$ cat config.mk
export PLATFORM = sky130hd
export DESIGN_NAME = sad_engine_param
export DESIGN_NICKNAME = d
export VERILOG_FILES = /design/src/rtl/sad_pkg.sv /design/src/rtl/sad_diff_term.sv /design/src/rtl/sad_engine_param.sv
export SDC_FILE = /design/constraint.sdc
export NUM_CORES = 1
export LEC_CHECK = 0
export ABC_AREA = 1
export BUFFER_PORTS_ARGS = -buffer_cell sky130_fd_sc_hd__buf_2
export CORE_ASPECT_RATIO = 1.75
export CORE_MARGIN = 8
export CORE_UTILIZATION = 51
export DETAILED_ROUTE_END_ITERATION = 10
export GPL_TIMING_DRIVEN = 0
export PLACE_DENSITY = 0.78
export RECOVER_POWER = 25
export SYNTH_ARGS = -nofsm -noshare
export SYNTH_HDL_FRONTEND = slang
export SYNTH_HIERARCHICAL = 1
export SYNTH_SLANG_ARGS = --single-unit
$ cat constraint.sdc
create_clock -name Clk -period 13.87 [get_ports Clk]
set_input_delay 1.387 -clock Clk [delete_from_list [all_inputs] [get_ports Clk]]
set_output_delay 1.387 -clock Clk [all_outputs]
set_load 0.05 [all_outputs]
$ cat src/rtl/sad_pkg.sv
// Shared definitions for the parametrised SAD/SSD engine: FSM state encoding,
// mode constants and the per-pixel term width helper.
package sad_pkg;

  typedef enum logic [2:0] {
    IDLE  = 3'd0,
    INIT  = 3'd1,
    RUN   = 3'd2,
    DRAIN = 3'd3,
    WRITE = 3'd4
  } state_t;

  localparam logic MODE_SAD = 1'b0;
  localparam logic MODE_SSD = 1'b1;

  // A squared DATA_W-bit difference needs twice the pixel width.
  function automatic int term_width(input int data_w);
    return 2 * data_w;
  endfunction

endpackage

$ cat src/rtl/sad_diff_term.sv
// Combinational per-pixel term: |a-b| in SAD mode, (a-b)^2 in SSD mode,
// zero-extended to the full term width.
module sad_diff_term
  import sad_pkg::*;
#(
  parameter int DATA_W = 8,
  parameter int TERM_W = term_width(DATA_W)
) (
  input  logic [DATA_W-1:0] a,
  input  logic [DATA_W-1:0] b,
  input  logic              mode,
  output logic [TERM_W-1:0] term
);

  logic [DATA_W-1:0] diff;

  // NOTE: every always_comb output is assigned on every path, so no latch is inferred.
  always_comb begin
    diff = (a >= b) ? (a - b) : (b - a);
    term = (mode == MODE_SSD) ? (TERM_W'(diff) * TERM_W'(diff)) : TERM_W'(diff);
  end

endmodule

$ cat src/rtl/sad_engine_param.sv
// Pipelined SAD/SSD engine: streams NUM_BLOCKS blocks of BLOCK_SIZE pixel pairs
// and writes one saturating sum per block. Optional macro SAD_MIN_TRACK_EN adds
// Min_Sad/Min_Idx tracking of the smallest block result of a run.
module sad_engine_param
  import sad_pkg::*;
#(
  parameter int DATA_W     = 8,
  parameter int ADDR_W     = 15,
  parameter int OUT_ADDR_W = 7,
  parameter int BLOCK_SIZE = 256,
  parameter int NUM_BLOCKS = 128,
  parameter int RD_LAT     = 2,
  parameter int SUM_W      = 32
) (
  input  logic                  Clk,
  input  logic                  Rst_n,
  input  logic                  Go,
  input  logic                  Mode,
  input  logic [ADDR_W-1:0]     A_Base,
  input  logic [ADDR_W-1:0]     B_Base,
  output logic [ADDR_W-1:0]     A_Addr,
  output logic [ADDR_W-1:0]     B_Addr,
  output logic                  I_En,
  output logic                  I_RW,
  input  logic [DATA_W-1:0]     A_Data,
  input  logic [DATA_W-1:0]     B_Data,
  output logic [OUT_ADDR_W-1:0] C_Addr,
  output logic                  O_En,
  output logic                  O_RW,
  output logic [SUM_W-1:0]      SAD_Out,
  output logic                  Busy,
  output logic                  Done
`ifdef SAD_MIN_TRACK_EN
  ,
  output logic [SUM_W-1:0]      Min_Sad,
  output logic [OUT_ADDR_W-1:0] Min_Idx
`endif
);

  localparam int TERM_W    = term_width(DATA_W);
  localparam int J_W       = $clog2(BLOCK_SIZE + 1);
  localparam int D_W       = $clog2(RD_LAT + 1);
  localparam int SUM_EXT_W = ((SUM_W > TERM_W) ? SUM_W : TERM_W) + 1;

  localparam logic [J_W-1:0]        J_LAST  = J_W'(BLOCK_SIZE);
  localparam logic [D_W-1:0]        D_LAST  = D_W'(RD_LAT - 1);
  localparam logic [OUT_ADDR_W-1:0] K_LAST  = OUT_ADDR_W'(NUM_BLOCKS - 1);
  localparam logic [SUM_W-1:0]      SUM_MAX = '1;

  state_t                  state;
  logic                    mode_q;
  logic [ADDR_W-1:0]       a_base_q;
  logic [ADDR_W-1:0]       b_base_q;
  logic [ADDR_W-1:0]       offset;
  logic [J_W-1:0]          j;
  logic [D_W-1:0]          d_cnt;
  logic [OUT_ADDR_W-1:0]   k;
  logic [SUM_W-1:0]        acc;
  logic [RD_LAT-1:0]       vpipe;
  logic                    vld;
  logic [TERM_W-1:0]       term;
  logic [SUM_EXT_W-1:0]    sum_ext;
  logic [SUM_W-1:0]        acc_sat;

  assign I_RW = 1'b0;
  assign vld  = vpipe[RD_LAT-1];

  sad_diff_term #(
    .DATA_W(DATA_W),
    .TERM_W(TERM_W)
  ) u_term (
    .a   (A_Data),
    .b   (B_Data),
    .mode(mode_q),
    .term(term)
  );

  // Extra headroom bit catches overflow whether the accumulator or the term is wider.
  always_comb begin
    sum_ext = SUM_EXT_W'(acc) + SUM_EXT_W'(term);
    acc_sat = (sum_ext > SUM_EXT_W'(SUM_MAX)) ? SUM_MAX : sum_ext[SUM_W-1:0];
  end

  // NOTE: sequential state uses non-blocking assignments only, so every register
  // samples the pre-edge values regardless of statement order.
  always_ff @(posedge Clk) begin
    if (!Rst_n) begin
      state    <= IDLE;
      mode_q   <= MODE_SAD;
      a_base_q <= '0;
      b_base_q <= '0;
      offset   <= '0;
      j        <= '0;
      d_cnt    <= '0;
      k        <= '0;
      acc      <= '0;
      vpipe    <= '0;
      A_Addr   <= '0;
      B_Addr   <= '0;
      I_En     <= 1'b0;
      C_Addr   <= '0;
      O_En     <= 1'b0;
      O_RW     <= 1'b0;
      SAD_Out  <= '0;
      Busy     <= 1'b0;
      Done     <= 1'b0;
`ifdef SAD_MIN_TRACK_EN
      Min_Sad  <= '0;
      Min_Idx  <= '0;
`endif
    end else begin
      vpipe <= (vpipe << 1) | RD_LAT'(I_En);
      if (vld) acc <= acc_sat;
      Done <= 1'b0;

      case (state)
        IDLE: begin
          // A Go arriving while Done is still high is ignored for that cycle.
          if (Go && !Done) begin
            state    <= INIT;
            Busy     <= 1'b1;
            mode_q   <= Mode;
            a_base_q <= A_Base;
            b_base_q <= B_Base;
            k        <= '0;
            offset   <= '0;
`ifdef SAD_MIN_TRACK_EN
            Min_Sad  <= SUM_MAX;
            Min_Idx  <= '0;
`endif
          end
        end

        INIT: begin
          acc    <= '0;
          I_En   <= 1'b1;
          A_Addr <= a_base_q + offset;
          B_Addr <= b_base_q + offset;
          offset <= offset + 1'b1;
          j      <= J_W'(1);
          state  <= RUN;
        end

        RUN: begin
          if (j == J_LAST) begin
            I_En  <= 1'b0;
            d_cnt <= '0;
            state <= DRAIN;
          end else begin
            A_Addr <= a_base_q + offset;
            B_Addr <= b_base_q + offset;
            offset <= offset + 1'b1;
            j      <= j + 1'b1;
          end
        end

        DRAIN: begin
          if (d_cnt == D_LAST) begin
            // The final term may land on this same edge, so fold it in here.
            state   <= WRITE;
            O_En    <= 1'b1;
            O_RW    <= 1'b1;
            C_Addr  <= k;
            SAD_Out <= vld ? acc_sat : acc;
          end else begin
            d_cnt <= d_cnt + 1'b1;
          end
        end

        WRITE: begin
          O_En    <= 1'b0;
          O_RW    <= 1'b0;
          C_Addr  <= '0;
          SAD_Out <= '0;
`ifdef SAD_MIN_TRACK_EN
          if (acc < Min_Sad) begin
            Min_Sad <= acc;
            Min_Idx <= k;
          end
`endif
          if (k == K_LAST) begin
            state <= IDLE;
            Busy  <= 1'b0;
            Done  <= 1'b1;
          end else begin
            k     <= k + 1'b1;
            state <= INIT;
          end
        end

        default: state <= IDLE;
      endcase
    end
  end

endmodule

==> results of run 1 <==
## cell usage after synthesis (2+ instances only)
master and instances:
nand3b_1 10, dfxtp_1 174, nor2_1 209, nand2_4 7, o21ai_1 10, and2_1 3, nor4_2 2, buf_2 13
a21o_1 9, buf_6 7, nand3_1 109, nand3_2 11, nor3_1 24, fa_1 30, nand2_2 25, xnor2_1 32
o22ai_1 3, nor3_2 4, clkbuf_1 20, nor2_4 4, xor2_1 18, buf_4 10, a211oi_1 5, conb_1 2
or2_2 17, a21oi_2 12, a31o_2 2, inv_1 243, o21ai_0 83, nor2_2 9, o21bai_1 14, a31oi_1 11
o31ai_1 2, inv_2 12, nand4_1 19, ha_1 93, a21oi_1 123, nand2_1 418, o211ai_1 4, nor4_1 2
## placed cells by master (no fill, tap or decap), types with 5 or more instances in the layout
| cell | Yosys | routed |
|---|---|---|
| a211oi_1 | 5 | 5 |
| a21o_1 | 9 | 9 |
| a21oi_1 | 123 | 123 |
| a21oi_2 | 12 | 12 |
| a31oi_1 | 11 | 11 |
| buf_2 | 13 | 129 |
| buf_4 | 10 | 8 |
| buf_6 | 7 | 7 |
| clkbuf_1 | 20 | 30 |
| clkbuf_16 | 0 | 17 |
| dfxtp_1 | 174 | 174 |
| fa_1 | 30 | 30 |
| ha_1 | 93 | 93 |
| inv_1 | 243 | 246 |
| inv_2 | 12 | 8 |
| inv_6 | 1 | 6 |
| nand2_1 | 418 | 421 |
| nand2_2 | 25 | 22 |
| nand2_4 | 7 | 7 |
| nand3_1 | 109 | 109 |
| nand3_2 | 11 | 11 |
| nand3b_1 | 10 | 10 |
| nand4_1 | 19 | 19 |
| nor2_1 | 209 | 210 |
| nor2_2 | 9 | 8 |
| nor3_1 | 24 | 24 |
| o21ai_0 | 83 | 83 |
| o21ai_1 | 10 | 10 |
| o21bai_1 | 14 | 14 |
| or2_2 | 17 | 17 |
| xnor2_1 | 32 | 32 |
| xor2_1 | 18 | 18 |
## per-stage QoR
step                      setup WS, ns  hold slack, ns  area (sq um)  power, uW   util
final                             5.39           0.421         14100       3070  0.578
after CTS                         5.42           0.418         14200       3060  0.580
after floorplan                   6.17           0.390         12600       2110      -
after global placement            5.00           0.401         13600       2500  0.555
after global routing              4.85           0.432         14100       3330  0.578
after detailed placement          4.96           0.408         13600       2550  0.555
## where the power goes
group / leakage, uW / switching [uW] / internal (uW)
Sequential: 0.00142 / 56.8 / 590
Clock: 0.000300 / 227 / 272
Combinational: 0.00526 / 1270 / 651
Total: 0.00698 / 1560 / 1510
## final timing paths
| path | cells past startpoint | end | slack (ns) | from |
|---|---|---|---|---|
| worst max-delay path | 39 | SAD_Out[12] | 5.39 | A_Data[0] |
| worst max register to register | 15 | SAD_Out[12] | 10.41 | mode_q |
| worst min register to register | 2 | vpipe[1] | 0.42 | vpipe[0] |
| worst min-delay path | 2 | vpipe[1] | 0.42 | vpipe[0] |
## cells by family after synthesis
| logic type | synth area share |
|---|---|
| compound gates | 0.130 |
| xor+xnor | 0.0362 |
| fa+ha+maj | 0.141 |
| buf+inv | 0.102 |
| flops | 0.278 |
| mux | 0.000798 |
| other cells | 0.000598 |
| simple gates | 0.313 |
## layout make-up
type | count | area (sq um) | area share
multi-input combinational | 1340 | 7780 | 0.551
sequential | 174 | 3480 | 0.246
inverter | 258 | 976 | 0.0690
timing repair buffer | 123 | 614 | 0.0435
clock buffer | 17 | 425 | 0.0301
tap | 312 | 390 | 0.0276
buffer | 51 | 283 | 0.0200
clock inverter | 15 | 179 | 0.0127
## per-layer routing
layer / GRT usage / vias to the layer above / wire length, microns
li1: - / 6111 / -
met3: 0.0363 / 131 / 1610
met1: 0.214 / 5686 / 12200
met5: 0 / - / 0
met4: 0.173 / 0 / 2320
met2: 0.500 / 354 / 21000
## worst max-delay path: cells and delay by family
kind	cells	cell delay, ns
AO/OA/AOI/OAI	4	1.30
adder cells (fa/ha/maj)	8	3.43
buffers and inverters	7	0.62
AND/OR/NAND/NOR	20	2.02
## sequential cells by signal, summed over array words and instances (netlist names)
| register | flops |
|---|---|
| SAD_Out | 32 |
| acc | 32 |
| A_Addr | 15 |
| B_Addr | 15 |
| a_base_q | 15 |
| b_base_q | 15 |
| offset | 15 |
| j | 9 |
| C_Addr | 7 |
| k | 7 |
| state | 3 |
| d_cnt | 2 |
| vpipe | 2 |
| Busy | 1 |
| Done | 1 |
| I_En | 1 |
| O_RW | 1 |
| mode_q | 1 |
==> results by group, run 1 <==
Worst setup path
  – CP Max Fanout: 10
  – Crit Path Category: in -> reg
  – Crit end category: flop
  – Worst path required time: roughly 14 ns
  – Startpoint Class: input port
  – Worst EP arrival: between 8 and 9 ns
  – CP max-delay cell: fa_1
  – Slowest stage delay, CP: approximately 0.56 ns
  – Worst path most repeated cell: nand2_1

Clock network
  – Clk_lat worst skew: around 0.45 ns
  – CTS tree: yes
  – # hold bufs at CTS: 0
  – CTS Buf Count: 17
  – # Post-CTS Setup Buffers: 0
  – H-tree levels: 4
  – Clock Sinks: 174
  – Clk buf depth: 2
  – CTS Root Cell: clkbuf_16
  – Clk slew on worst S/H paths: about 0.070 ns
  – Post-CTS resize count: 0

Job
  – Max cap viols: 0

Synth
  – Cell count after synthesis: ~1800
  – Synth area leaders: dfxtp_1 28%, nand2_1 13%, ha_1 9.3%
  – Syn avg cell area: a little under 7 sq um
  – Mapped Area: roughly 13000 sq um
  – Post-synth EDFFs: 0
  – Yosys cell types: 57
  – Seq/Total Area, Yosys: 0.278
  – Main synth FF type: dfxtp_1
  – Top cell type's share of synthesized area: 0.278
  – Seq cells post-synth: 174
  – Area leader, netlist: dfxtp_1
  – Ys Warns: 6
  – Ys async rst share: 0

Timing
  – Final setup viols: 0
  – Fmax: 118 MHz
  – Min Tclk post-route: ~8.5 ns
  – Fin crit share: 0.612
  – Final hold violations: 0
  – Worst Skew: ~0.012 ns
  – Setup TNS: 0 ns
  – Worst rel slew slack: 0.511
  – Worst slew pin tran: between 0.7 and 0.8 ns
  – Fin. max-slew vios: 0
  – RSZ-0062 raised after global routing: false

Die
  – Starting Density: 0.513
  – Die H: 224 microns
  – Die X: between 100 and 150 microns
  – Core footprint: between 20000 and 25000 sq um
  – # rows: 76
  – Top-Level Pins: about 130
  – Die area: around 30000 sq um

Final layout
  – Nets: about 2100
  – Synthesis-to-layout area growth: 12.7%
  – Share of post-route cells with drive strength above 1: 0.144
  – Filler Cells Inserted: between 2000 and 2500
  – Antenna cells: 0
  – Fin cells: between 2000 and 2500

Drt
  – Remaining DRCs: 0
  – Vias: between 10000 and 15000
  – Drt total wl: between 30 and 40 mm
  – Drt pass-1 iters: 5
  – Via density: 5.36
  – Wire length per cell: 16.2 microns
  – Number of DRC markers in iteration 0: a little over 600
  – Antenna viol nets, final: 0

Global route
  – GRT Util Overall: 0.248
  – Number of global-route vias before repair: roughly 13000
  – Initial antenna violation count: 0
  – First-pass GRT wire length: between 50 and 60 mm
  – Pin count of the biggest net entering global routing: 18
  – Grt ovf: 0

Power
  – Total leakage power: around 0.007 uW
  – Maximum vdd ir drop: between 0.15 and 0.2 mV
  – Power density cells: 217 nW/um^2

Placement
  – Global placement routability congestion: 0.962
  – HPWL after DPL: 30.3 mm
  – IO buf count: 123
  – Dpl cells: around 2300

Hold path
  – Hold Path Class: reg -> reg

Status
  – Status: finished clean
(Power assumes the default switching activity.)
==> run 2, diff against run 1 <==
--- a/config.mk
+++ b/config.mk
@@ -12,7 +12,7 @@
 export CORE_UTILIZATION = 51
 export DETAILED_ROUTE_END_ITERATION = 10
 export GPL_TIMING_DRIVEN = 0
-export PLACE_DENSITY = 0.78
+export PLACE_DENSITY = 0.81
 export RECOVER_POWER = 25
 export SYNTH_ARGS = -nofsm -noshare
 export SYNTH_HDL_FRONTEND = slang
==> constraint.sdc (replaced) <==
create_clock -name Clk -period 7.2 [get_ports Clk]
set_input_delay 0.72 -clock Clk [delete_from_list [all_inputs] [get_ports Clk]]
set_output_delay 0.72 -clock Clk [all_outputs]
set_load 0.05 [all_outputs]
==> results by group, run 2 (synthesized netlist as in run 1, its figures left out) <==
Die
  – # rows: 76 (unchanged)
  – Die X: 135 microns (unchanged)
  – Die area: 30100 sq um (unchanged)
  – Core footprint: 24400 sq um (unchanged)
  – Top-Level Pins: 125 (unchanged)
  – Die H: 224 microns (unchanged)
  – Starting Density: 0.513 (unchanged)

Power
  – Internal cell power: 3280 uW (+120%)
  – Switching Share: 0.505 (-0.00191)
  – Switching power: 3340 uW (+120%)
  – Maximum vdd ir drop: 0.378 mV (+130%)
  – Power density cells: 447 nW/um^2 (+110%)
  – Clock power frac: 0.142 (-0.021)
  – Comb pwr share: 0.669 (+0.042)
  – Pwr Total: 6620 uW (+120%)
  – Sequential power share: 0.189 (-0.022)
  – Total leakage power: 0.00711 uW (+1.8%)

Clock network
  – CTS Buf Count: 17 (unchanged)
  – Clk buf depth: 2 (unchanged)
  – CTS tree: yes
  – CTS Root Cell: clkbuf_16
  – # hold bufs at CTS: 0 (unchanged)
  – Clock Sinks: 174 (unchanged)
  – Clk slew on worst S/H paths: 0.07 ns (about the same)
  – H-tree levels: 4 (unchanged)
  – Clk_lat worst skew: 0.44 ns (about the same)

Worst setup path
  – Worst path required time: 7.57 ns (-6.61 ns)
  – Crit end category: flop
  – CP Max Fanout: 10 (unchanged)
  – Slowest stage delay, CP: 0.55 ns (about the same)
  – Startpoint Class: input port
  – Crit Path Category: in -> reg
  – CP max-delay cell: fa_1
  – Worst EP arrival: 7.47 ns (-1.32 ns)

Timing
  – Final hold violations: 0 (unchanged)
  – RSZ-0062 raised after global routing: true
  – Fmax: between 100 and 150 MHz
  – Fin Hold WS: 0.409 ns (-0.0119 ns)
  – Worst Skew: 0.0103 ns (-0.00189 ns)
  – Worst slew pin tran: 0.689 ns (-0.0451 ns)
  – Min Tclk post-route: roughly 7.1 ns
  – Fin crit share: 0.986
  – Fin. max-slew vios: 0 (unchanged)
  – Worst rel slew slack: 0.541 (+0.0300)
  – Final setup viols: 0 (unchanged)

Drt
  – Drt total wl: 38.7 mm (+4.3%)
  – Via density: 5.45 (+1.6%)
  – Drt pass-1 iters: 7 (+2)
  – Antenna viol nets, final: 0 (unchanged)
  – Remaining DRCs: 0 (unchanged)
  – Vias: 12700 (+3.2%)
  – Number of DRC markers in iteration 0: 733 (+21%)
  – Wire length per cell: 16.6 microns (+2.6%)

Global route
  – Pin count of the biggest net entering global routing: 19 (+1)
  – Number of global-route vias before repair: 12800 (+2.6%)
  – Initial antenna violation count: 0 (unchanged)
  – First-pass GRT wire length: 61.0 mm (+2.5%)
  – Grt ovf: 0 (unchanged)
  – GRT Util Overall: 0.255 (+0.00659)

Final layout
  – Nets: 2174 (+1.7%)
  – Antenna cells: 0 (unchanged)
  – Synthesis-to-layout area growth: 18.2%
  – Commonest non-fill, non-tap cell in the layout: nand2_1
  – Share of post-route cells with drive strength above 1: 0.181 (+0.0377)
  – Most frequent cells in the layout: 398 x nand2_1, 234 x inv_1, 199 x nor2_1
  – Filler Cells Inserted: 2180 (-9.5%)
  – Top Registers: SAD_Out x32, acc x32

Job
  – Max cap viols: 0 (unchanged)

Placement
  – IO buf count: 123 (unchanged)
  – Global placement routability congestion: 0.970 (+0.83%)
  – HPWL after DPL: 30.2 mm (-0.35%)

Status
  – Status: finished clean

Hold path
  – Hold Path Class: reg -> reg
==> run 2: cell count changes in the layout (fill, tap and decap cells not counted), moves of 15 or more <==
cell	before	now
buf_2	129	93
nand2_1	421	398
clkbuf_1	30	63
nand2_2	22	37
buf_4	8	37
==> run 2: per-layer routing <==
metal,wire length (microns),GRT usage,part of all wire,vias up
li1,-,-,-,6196
met1,12900,0.218,0.33,5882
met2,21000,0.493,0.54,409
met3,1710,0.0509,0.044,185
met4,2990,0.203,0.077,0
met5,0,0,0,-
==> run 2: critical path: cells and delay by family <==
family,cells,cell delay [ns]
AO/OA/AOI/OAI,4,0.76
buffers and inverters,14,1.51
adder cells (fa/ha/maj),7,3.05
AND/OR/NAND/NOR,14,1.31
XOR/XNOR,1,0.11
==> run 2: power groups by stage <==
stage	clock network, uW	registers [uW]	logic [uW]
3_5_place_dp	0	1260	3630
4_1_cts	954	1250	3780
3_3_place_gp	0	1260	3540
5_1_grt	987	1270	4830
6_report	942	1250	4430
2_1_floorplan	0	1530	2530
==> run 2: repair_timing <==
item / CTS / global route
endpoints found under the hold margin: 0 / 0
buffers inserted: 11 / 25
pin swaps: 5 / 42
gates resized for setup: 17 / 94
gates cloned: 1 / 0
setup endpoints to repair: 64 / 64
==> run 2: final timing paths <==
check                           depth (start not counted)  slack, ns       from     endpoint
worst max-delay path                                   40       0.10  A_Data[0]  SAD_Out[16]
worst min-delay path                                    2       0.41   vpipe[0]     vpipe[1]
worst max register to register                         15       3.78     mode_q   SAD_Out[1]
worst min register to register                          2       0.41   vpipe[0]     vpipe[1]
==> run 2: cell type report <==
class | instances | area (sq um) | share of cell area
buffer | 50 | 289 | 0.0195
multi-input combinational | 1340 | 8170 | 0.551
sequential | 174 | 3480 | 0.235
timing repair buffer | 160 | 917 | 0.0619
inverter | 258 | 985 | 0.0664
tap | 312 | 390 | 0.0263
clock inverter | 15 | 169 | 0.0114
clock buffer | 17 | 425 | 0.0287
==> run 2: stage by stage <==
step,setup slack [ns],util,std cells,area (sq um),setup TNS [ns]
6_report,0.101,0.607,2326,14800,0
5_1_grt,-0.205,0.607,2326,14800,-4.08
4_1_cts,0.0108,0.588,2302,14400,0
3_5_place_dp,-1.13,0.555,2258,13600,-61.39
3_3_place_gp,-1.01,0.555,2258,13600,-53.63
2_1_floorplan,0.168,-,1823,12600,0
